<file path="config.mk">
export PLATFORM = sky130hd
export DESIGN_NAME = reg_access_arbiter
export DESIGN_NICKNAME = d
export VERILOG_FILES = /design/src/rtl/reg_arb_defs.sv /design/src/rtl/rr_pick.sv /design/src/rtl/reg_access_arbiter.sv
export SDC_FILE = /design/constraint.sdc
export NUM_CORES = 1
export LEC_CHECK = 0
export ABC_AREA = 1
export CAP_MARGIN = 15
export CORE_UTILIZATION = 40
export DETAILED_ROUTE_END_ITERATION = 8
export PLACE_DENSITY = 0.8
export SETUP_SLACK_MARGIN = 0.1
export SLEW_MARGIN = 20
export SYNTH_ARGS = -nofsm -noshare
export SYNTH_HDL_FRONTEND = slang
export SYNTH_SLANG_ARGS = --single-unit
</file>
<file path="constraint.sdc">
create_clock -name clk -period 1.51 [get_ports clk]
set_clock_uncertainty 0.1 [all_clocks]
set_input_delay 0.302 -clock clk [delete_from_list [all_inputs] [get_ports clk]]
set_output_delay 0.302 -clock clk [all_outputs]
set_load 0.05 [all_outputs]
</file>
<file path="src/rtl/reg_arb_defs.sv">
`default_nettype none
// ============================================================================
// Module      : reg_arb_defs (package)
// Description : Command and FSM state encodings for the shared-register arbiter.
// Revision    : 1.0 - initial release
// ============================================================================
package reg_arb_defs;

    typedef enum logic [1:0] {
        CMD_LOAD = 2'b00,
        CMD_SET  = 2'b01,
        CMD_CLR  = 2'b10,
        CMD_TOG  = 2'b11
    } cmd_e;

    localparam logic [1:0] S_IDLE = 2'b00;
    localparam logic [1:0] S_EXEC = 2'b01;
    localparam logic [1:0] S_DONE = 2'b10;

endpackage
`default_nettype wire

</file>
<file path="src/rtl/rr_pick.sv">
`default_nettype none
// ============================================================================
// Module      : rr_pick
// Description : Stateless round-robin selector; first set req bit at or after ptr.
// Revision    : 1.0 - initial release
// ============================================================================
module rr_pick #(
    parameter int N   = 4,
    parameter int IDW = 2
) (
    input  logic [N-1:0]   req,
    input  logic [IDW-1:0] ptr,
    output logic           any,
    output logic [IDW-1:0] win_id
);

    logic           w_hi_any;
    logic [IDW-1:0] w_hi_id;
    logic [IDW-1:0] w_lo_id;

    assign any = |req;

    // Lowest requester at/above ptr wins; otherwise wrap to lowest overall.
    always_comb begin
        w_hi_any = 1'b0;
        w_hi_id  = '0;
        w_lo_id  = '0;
        for (int j = N - 1; j >= 0; j--) begin
            if (req[j]) begin
                w_lo_id = IDW'(j);
                if (IDW'(j) >= ptr) begin
                    w_hi_any = 1'b1;
                    w_hi_id  = IDW'(j);
                end
            end
        end
        win_id = w_hi_any ? w_hi_id : w_lo_id;
    end

endmodule
`default_nettype wire

</file>
<file path="src/rtl/reg_access_arbiter.sv">
`default_nettype none
// ============================================================================
// Module      : reg_access_arbiter
// Description : Round-robin arbiter granting N requesters access to one shared
//               W-bit register via a three-state IDLE/EXEC/DONE sequence.
// Revision    : 1.0 - initial release
// ============================================================================
module reg_access_arbiter
    import reg_arb_defs::*;
#(
    parameter int             N         = 4,
    parameter int             IDW       = 2,
    parameter int             W         = 8,
    parameter logic [W-1:0]   RESET_VAL = '0
) (
    input  logic             clk,
    input  logic             reset,
    input  logic [N-1:0]     req,
    input  logic [2*N-1:0]   cmd,
    input  logic [N*W-1:0]   wdata,
    output logic [N-1:0]     gnt,
    output logic [W-1:0]     q,
    output logic             busy,
    output logic [IDW-1:0]   last_id
);

    logic [1:0]     r_state;
    logic [1:0]     w_state_nxt;
    logic [IDW-1:0] r_ptr;
    logic [IDW-1:0] r_win;
    cmd_e           r_cmd;
    logic [W-1:0]   r_wdata;
    logic [W-1:0]   r_q;
    logic [N-1:0]   r_gnt;
    logic [IDW-1:0] r_last_id;

    logic           w_any;
    logic [IDW-1:0] w_win;
    logic           w_accept;
    logic           w_busy;
    logic [N-1:0]   w_gnt_nxt;
    logic [1:0]     w_cmd_sel;
    logic [W-1:0]   w_wdata_sel;

    rr_pick #(
        .N   (N),
        .IDW (IDW)
    ) u_rr_pick (
        .req    (req),
        .ptr    (r_ptr),
        .any    (w_any),
        .win_id (w_win)
    );

    always_ff @(posedge clk) begin
        if (reset) begin
            r_state <= S_IDLE;
        end else begin
            r_state <= w_state_nxt;
        end
    end

    always_comb begin
        w_state_nxt = r_state;
        case (r_state)
            S_IDLE:  if (w_any) w_state_nxt = S_EXEC;
            S_EXEC:  w_state_nxt = S_DONE;
            S_DONE:  w_state_nxt = S_IDLE;
            default: w_state_nxt = S_IDLE;
        endcase
    end

    always_comb begin
        w_accept  = (r_state == S_IDLE) && w_any;
        w_busy    = (r_state == S_EXEC) || (r_state == S_DONE);
        w_gnt_nxt = '0;
        if (w_accept) begin
            w_gnt_nxt = {{(N-1){1'b0}}, 1'b1} << w_win;
        end
    end

    // Constant-base slices keep the per-requester mux free of variable part-selects.
    always_comb begin
        w_cmd_sel   = '0;
        w_wdata_sel = '0;
        for (int j = 0; j < N; j++) begin
            if (w_win == IDW'(j)) begin
                w_cmd_sel   = cmd[2*j +: 2];
                w_wdata_sel = wdata[W*j +: W];
            end
        end
    end

    always_ff @(posedge clk) begin
        if (reset) begin
            r_q       <= RESET_VAL;
            r_gnt     <= '0;
            r_last_id <= '0;
            r_ptr     <= '0;
            r_win     <= '0;
            r_cmd     <= CMD_LOAD;
            r_wdata   <= '0;
        end else begin
            r_gnt <= w_gnt_nxt;
            if (w_accept) begin
                r_win   <= w_win;
                r_cmd   <= cmd_e'(w_cmd_sel);
                r_wdata <= w_wdata_sel;
            end
            if (r_state == S_EXEC) begin
                case (r_cmd)
                    CMD_LOAD: r_q <= r_wdata;
                    CMD_SET:  r_q <= '1;
                    CMD_CLR:  r_q <= '0;
                    CMD_TOG:  r_q <= ~r_q;
                endcase
                r_last_id <= r_win;
                r_ptr     <= (r_win == IDW'(N - 1)) ? '0 : r_win + IDW'(1);
            end
        end
    end

    assign gnt     = r_gnt;
    assign q       = r_q;
    assign busy    = w_busy;
    assign last_id = r_last_id;

endmodule
`default_nettype wire

</file>
==> flow_metrics.env <==
export IMPL_post_synth_top_count_cell="sky130_fd_sc_hd__nand2_1"
export IMPL_worst_hold_path_type="reg -> reg"
export IMPL_timing_hold_worst_endpoint="r_wdata[0]"
export IMPL_timing_final_crit_share_pct=107
export IMPL_dominantRegCellSynth="sky130_fd_sc_hd__dfxtp_1"
export IMPL_reg2reg_setup_slack_ns=-0.11
export IMPL_reg2reg_depth=11
export IMPL_run_status="complete, but fails checks"
export IMPL_number_of_synthesis_warnings=0
export IMPL_vias=1999
export IMPL_timing_critical_path_slowest_stage_cell="sky130_fd_sc_hd__dfxtp_4"
export IMPL_clkSlewWorstSetupHoldPaths_ns=0.06
export IMPL_first_global_vias=1893
export IMPL_ant_nets=0
export IMPL_ys_ff_latch=30
export IMPL_vdd_ir_drop_worst_uv=713
export IMPL_drt_pass1_iterations=4
export IMPL_layout_drive_gt1_share_pct=34.7
export IMPL_portBuffers=60
export IMPL_die_area_mm2=0.00459
export IMPL_r2r_end="r_wdata[7]"
export IMPL_grt_overflow_total=0
export IMPL_holdCritStartpoint="r_wdata[0]"
export IMPL_rsz0062_at_grt="true"
export IMPL_numCtsBuffers=5
export IMPL_rows=23
export IMPL_ports=61
export IMPL_synth_top_area_share_pct=34.8
export IMPL_cts_num_sinks=30
export IMPL_hpwl_um=3480
export IMPL_leakagePower_nw=1.35
export IMPL_syn_num_nets=285
export IMPL_setup_violations_final=10
export IMPL_synth_cells=234
export IMPL_first_pass_grt_wire_length_um=8330
export IMPL_grtUsageTotal_pct=24.9
export IMPL_diodes=0
export IMPL_initial_utilization_pct=42.3
export IMPL_preCtsSetupSlack_ns=-0.611
export IMPL_slew_limit_headroom_pct=70.5
export IMPL_cts_tree="done"
export IMPL_max_cap_violations=0
export IMPL_synthDistinctLibCells=27
export IMPL_synth_edf_count=0
export IMPL_worst_setup_path_end_kind="flop"
export IMPL_crit_type="reg -> reg"
export IMPL_cts_hold_repair_buffers=0
export IMPL_yosys_top_cells_area="sky130_fd_sc_hd__dfxtp_1 35%, sky130_fd_sc_hd__nand2_1 8.0%, sky130_fd_sc_hd__nand4_1 6.5%"
export IMPL_timing_setup_tns_ns=-0.544
export IMPL_ys_seq_area_share_pct=34.8
export IMPL_critical_path_peak_fanout=5
export IMPL_critPathMaxStageDelay_ns=0.38
export IMPL_final_max_slew_violation_count=0
export IMPL_hold_viol_final=0
export IMPL_clock_latency_late_sink_ns=0.28
export IMPL_filler_instances=257
export IMPL_grt_antenna_before_repair=0
export IMPL_internal_power_mw=2.06
export IMPL_p_comb_share_pct=44.0
export IMPL_grt_start_max_net_pins=23
export IMPL_cell_pwr_density_mw_per_mm2=1060
export IMPL_hold_path_depth=2
export IMPL_final_core_util_pct=74.5
export IMPL_design_core_area_mm2=0.00409
export IMPL_crit_path_cell_trace="nand2_4 -> nand2_4 -> nand2_2 -> nand2_2 -> nand2_4 -> nand2_8 -> buf_6 -> o21ai_2 -> nand3_2 -> nand2_2 -> a21oi_2"
export IMPL_nets=364
export IMPL_wire_per_inst_um=14.5
export IMPL_post_synth_top_area_cell="sky130_fd_sc_hd__dfxtp_1"
export IMPL_syn_area_per_cell_um2=7.38
export IMPL_startpoint_type="flop"
export IMPL_min_tclk_post_route_ns=1.62
export IMPL_setup_slack_ns=-0.108
export IMPL_netlist_area_mm2=0.00173
export IMPL_area_growth_pct=76.2
export IMPL_required_ns=1.59
export IMPL_vias_per_cell=5.49
export IMPL_post_synth_most_frequent_cells="37 x sky130_fd_sc_hd__nand2_1, 30 x sky130_fd_sc_hd__dfxtp_1, 24 x sky130_fd_sc_hd__inv_1"
export IMPL_cts_root_to_sink_buffers=2
export IMPL_cts_htree_levels=2
export IMPL_violations_in_the_final_reports="setup timing"
export IMPL_wl_um=5290
export IMPL_max_freq_ghz=0.618
export IMPL_crit_reg2reg_launch="r_ptr[1]"
export IMPL_gp_routability_congestion=0.882
export IMPL_chipWidth_um=67.7
export IMPL_power_clock_fraction_pct=24.5
export IMPL_power_share_switching_pct=36.0
export IMPL_die_outline_height_um=67.7
export IMPL_critPathArrivalTime_ns=1.69
export IMPL_post_route_drc_count=0
export IMPL_cts_root_buf="sky130_fd_sc_hd__clkbuf_8"
export IMPL_seq_power_share_pct=31.5
export IMPL_transition_time_of_the_tightest_slew_check_pin_ns=0.442
export IMPL_async_flop_share_pct=0
export IMPL_drt_first_iter_violations=98
export IMPL_power_net_switching_mw=1.16
cell families (layout without fill, tap and decap cells):
| family | after synthesis | count (layout) | share of synthesized area, % |
|---|---|---|---|
| adder cells (fa/ha/maj) | 5 | 5 | 3.62 |
| AND/OR/NAND/NOR | 104 | 106 | 30.0 |
| buffers and inverters | 43 | 121 | 11.2 |
| AO/OA/AOI/OAI | 52 | 52 | 20.4 |
| flip-flops | 30 | 30 | 34.8 |
how the worst max path moves through the flow:
stage / startpoint / end / slack (ns) / cells past startpoint
floorplan: req[1] / r_cmd[0] / 0.05 / 11
global placement: req[1] / r_wdata[4] / -0.54 / 12
detailed placement: req[1] / r_wdata[7] / -0.61 / 12
CTS: r_ptr[1] / r_wdata[7] / -0.05 / 11
global route: r_ptr[1] / r_wdata[7] / -0.15 / 11
finish: r_ptr[1] / r_wdata[7] / -0.11 / 11
placed cells by master, fill, tap and decap left out, types with 5 or more instances in the layout:
master / netlist / layout
sky130_fd_sc_hd__clkbuf_8: 0 / 5
sky130_fd_sc_hd__buf_12: 1 / 16
sky130_fd_sc_hd__nand2_1: 37 / 30
sky130_fd_sc_hd__a21oi_1: 10 / 9
sky130_fd_sc_hd__buf_6: 1 / 10
sky130_fd_sc_hd__inv_2: 1 / 5
sky130_fd_sc_hd__o21ai_1: 9 / 9
sky130_fd_sc_hd__dfxtp_1: 30 / 26
sky130_fd_sc_hd__clkdlybuf4s50_1: 0 / 41
sky130_fd_sc_hd__buf_4: 1 / 13
sky130_fd_sc_hd__o221ai_1: 8 / 8
sky130_fd_sc_hd__a21oi_2: 6 / 6
sky130_fd_sc_hd__nand2_4: 0 / 7
sky130_fd_sc_hd__nand4_1: 18 / 18
sky130_fd_sc_hd__o21ai_0: 11 / 7
sky130_fd_sc_hd__inv_1: 24 / 19
sky130_fd_sc_hd__nand2_2: 7 / 6
sky130_fd_sc_hd__o211a_1: 8 / 8
sky130_fd_sc_hd__nor2_1: 18 / 15
sky130_fd_sc_hd__nand3_2: 6 / 13
sky130_fd_sc_hd__nand3_1: 12 / 5
stage by stage:
step | hold slack [ns] | std cells | power, mW | cell area, um^2
floorplan | 0.345 | 234 | 1.68 | 1750
global placement | 0.357 | 350 | 2.17 | 2640
detailed placement | 0.363 | 350 | 2.20 | 2640
CTS | 0.373 | 363 | 3.15 | 2970
global route | 0.398 | 364 | 3.38 | 3040
finish | 0.369 | 364 | 3.22 | 3040
layout make-up:
class	instances	area (um^2)	area share [%]
repair buffers	85	987	32.4
flip-flops and latches	30	608	20.0
clock buffers	5	68.8	2.26
multi-input cells	163	1160	38.0
well taps	50	62.6	2.06
inverters	28	120	3.95
clock inverters	3	40.0	1.32
layer usage:
layer	up-vias	track usage, %	routed length, um
li1	966	-	-
met1	952	26.6	2090
met2	65	47.0	2800
met3	16	4.90	292
met4	0	9.84	108
met5	-	0	0
critical path, delay by kind of cell, from the launching register on:
| family | cells | cell delay (ns) |
|---|---|---|
| buffers and inverters | 1 | 0.14 |
| AND/OR/NAND/NOR | 8 | 0.70 |
| AO/OA/AOI/OAI | 2 | 0.18 |
| flip-flops | 1 | 0.38 |
sequential cells by signal, summed over array words and instances, names as in the netlist:
name	count
last_id	2
r_win	2
q	8
r_cmd	2
gnt	4
r_ptr	2
r_wdata	8
r_state	2
power by group through the flow:
stage	sequential (mW)	clock, mW	combinational, mW
after floorplan	1.11	0	0.570
after global placement	1.02	0	1.16
after detailed placement	1.02	0	1.18
after CTS	1.01	0.795	1.34
after global routing	1.03	0.832	1.52
final	1.01	0.790	1.42
repair_timing:
action / CTS / global route
resized for setup: 53 / 21
pin swaps: 21 / 7
hold endpoints to repair: 0 / 0
setup endpoints to repair: 17 / 21
buffers inserted: 3 / 1
cloned: 2 / 0
Power figures use the tool's default switching activity.
==> edit (config.mk and constraints unchanged) <==
Make the reset (`reset`) asynchronous in 2 clocked blocks.
--- a/src/rtl/reg_access_arbiter.sv
+++ b/src/rtl/reg_access_arbiter.sv
@@ -52,7 +52,7 @@
         .win_id (w_win)
     );
 
-    always_ff @(posedge clk) begin
+    always_ff @(posedge clk or posedge reset) begin
         if (reset) begin
             r_state <= S_IDLE;
         end else begin
@@ -91,7 +91,7 @@
         end
     end
 
-    always_ff @(posedge clk) begin
+    always_ff @(posedge clk or posedge reset) begin
         if (reset) begin
             r_q       <= RESET_VAL;
             r_gnt     <= '0;
Check against the original RTL: differs if reset is asserted again (counterexample within 4 cycles, from zero or initial values and one cycle with reset high); with reset held inactive, the same outputs for 10 cycles.
==> edit against the original RTL <==
- the flow still finishes with violations (negative setup slack)
- area after synthesis grew 3.9%
- design area rose by 9.8%
- fmax down 7.5%
- sequential cell count is the same
- routed wire length is 18% higher
- die area rose by 3.8%
- worst setup slack worse by 0.13 ns
Power is not compared: it rests on default switching activity, and its combinational part moved more than twofold at a synthesized area within 25%.
==> edit: results (changes against the original RTL) <==
Placed design
  – Routability cong.: 0.875 (was 0.882)
  – Pre-CTS setup slack: -0.577 ns (was -0.611 ns)
  – Placed inst area: 0.00279 mm^2 (was 0.00264 mm^2)
  – DP Cell Count: 355 (was 350)

Timing
  – Final setup viols: 15 (was 10)
  – Final WS setup: -0.239 ns (was -0.108 ns)
  – Worst slew pin tran: 0.359 ns (was 0.442 ns)
  – Setup tns final: -1.77 ns (was -0.544 ns)

Critical path
  – Worst flop-to-flop path endpoint: r_cmd[1] (was r_wdata[7])
  – Crit path max-delay cell type: dfrtp_1 (was dfxtp_4)
  – CP Max Fanout: 4 (was 5)
  – Worst R2R Path Depth: 10 (was 11)
  – WP data arrival: 1.87 ns (was 1.69 ns)
  – FF-to-FF Start: r_ptr[0] (was r_ptr[1])

Synth
  – Post-Synth Adder-Cell Area: 2.79% (was 3.62%)
  – Synth top area cells: dfrtp_1, nand2_1, nor2_1, nand3_1, nand3_2 (was dfxtp_1, nand2_1, nand4_1, inv_1, o211a_1)
  – Top cells by count, synth: nand2_1, nor2_1, dfrtp_1, inv_1, nand3_1 (was nand2_1, dfxtp_1, inv_1, nand4_1, nor2_1)
  – Register area share after synthesis: 41.8% (was 34.8%)
  – Ys async rst share: 100% (was 0%)
  – Syn Area/Cell: 7.81 um^2 (was 7.38 um^2)
  – Synthesized net count: 280 (was 285)
  – Synth unique cells: 23 (was 27)

Drt
  – Final WL: 6220 um (was 5290 um)
  – Average wire per standard cell: 16.6 um (was 14.5 um)
  – Iteration count of the initial detailed-routing pass: 5 (was 4)
  – DR vias: 2106 (was 1999)

Layout
  – Layout net count: 374 (was 364)
  – Share of layout cells above drive strength 1: 39.1% (was 34.7%)

GRT
  – First-pass GRT wire length: 7980 um (was 8330 um)
  – Vias in the first global route: 1795 (was 1893)

Min path
  – Tightest Hold Check Type: in2async (was reg2reg)

Outcome
  – Violated checks: negative setup slack (unchanged)
  – Status: complete, but fails checks (unchanged)
-- edit: cell types whose count changed in the layout (fill, tap and decap cells not counted), moves of 5 or more --
cell	before	now
o21ai_1	9	0
o21a_1	0	8
nor2_1	15	36
dfrtp_1	0	30
a21oi_2	6	1
nand3_2	13	19
inv_1	19	11
nand4_1	18	13
buf_4	13	22
o211a_1	8	0
a21oi_1	9	0
dfxtp_1	26	0
-- edit: power by group --
part,internal [mW],switching (mW),leakage (nW),total [mW]
clock,0.460,0.299,0.0575,0.758
combinational,2.52,2.68,1.09,5.20
sequential,1.20,0.407,0.358,1.61
total,4.18,3.38,1.51,7.56
-- edit: layer usage --
metal / vias up / track usage, % / share of wire (%)
met3: 38 / 4.44 / 6.5
met4: 0 / 12.2 / 4.6
met1: 996 / 28.5 / 36
li1: 959 / - / -
met5: - / 0 / 0
met2: 113 / 39.4 / 53
-- edit: critical path: cells and delay by family, from the launching register on --
| family | cells | cell delay [ns] |
|---|---|---|
| simple gates | 8 | 0.91 |
| flops | 1 | 0.41 |
| compound gates | 1 | 0.13 |
| buf+inv | 1 | 0.14 |
-- edit: timing repair --
action,4_1_cts,5_1_grt
setup buffers,5,3
setup endpoints to repair,22,27
cloned,1,3
pin swaps,15,35
resized for setup,37,48
-- edit: cell families (layout without fill, tap and decap cells) --
family,Yosys count,count (layout)
buf+inv,32,126
compound gates,26,26
simple gates,138,139
fa+ha+maj,4,4
flops,30,30
-- edit: final cells by class --
type	count	area, um^2
clock buffers	8	110
fillers	232	801
inverters	19	81.3
multi-input cells	169	1150
flip-flops and latches	30	751
well taps	50	62.6
repair buffers	99	1190
-- edit: worst max path at each step --
stage,slack [ns],endpoint,cells past startpoint,startpoint
6_report,-0.24,r_cmd[1],10,r_ptr[0]
3_3_place_gp,-0.49,r_wdata[7],11,req[0]
2_1_floorplan,0.02,r_cmd[0],12,r_ptr[1]
4_1_cts,-0.07,r_wdata[2],11,r_ptr[0]
3_5_place_dp,-0.58,r_wdata[0],11,req[2]
5_1_grt,-0.28,r_cmd[1],10,r_ptr[0]
-- edit: through the flow --
stage / util, % / hold slack, ns
2_1_floorplan: - / 0.293
3_3_place_gp: 67.3 / 0.387
3_5_place_dp: 67.3 / 0.386
4_1_cts: 73.7 / 0.246
5_1_grt: 80.7 / 0.291
6_report: 80.7 / 0.243
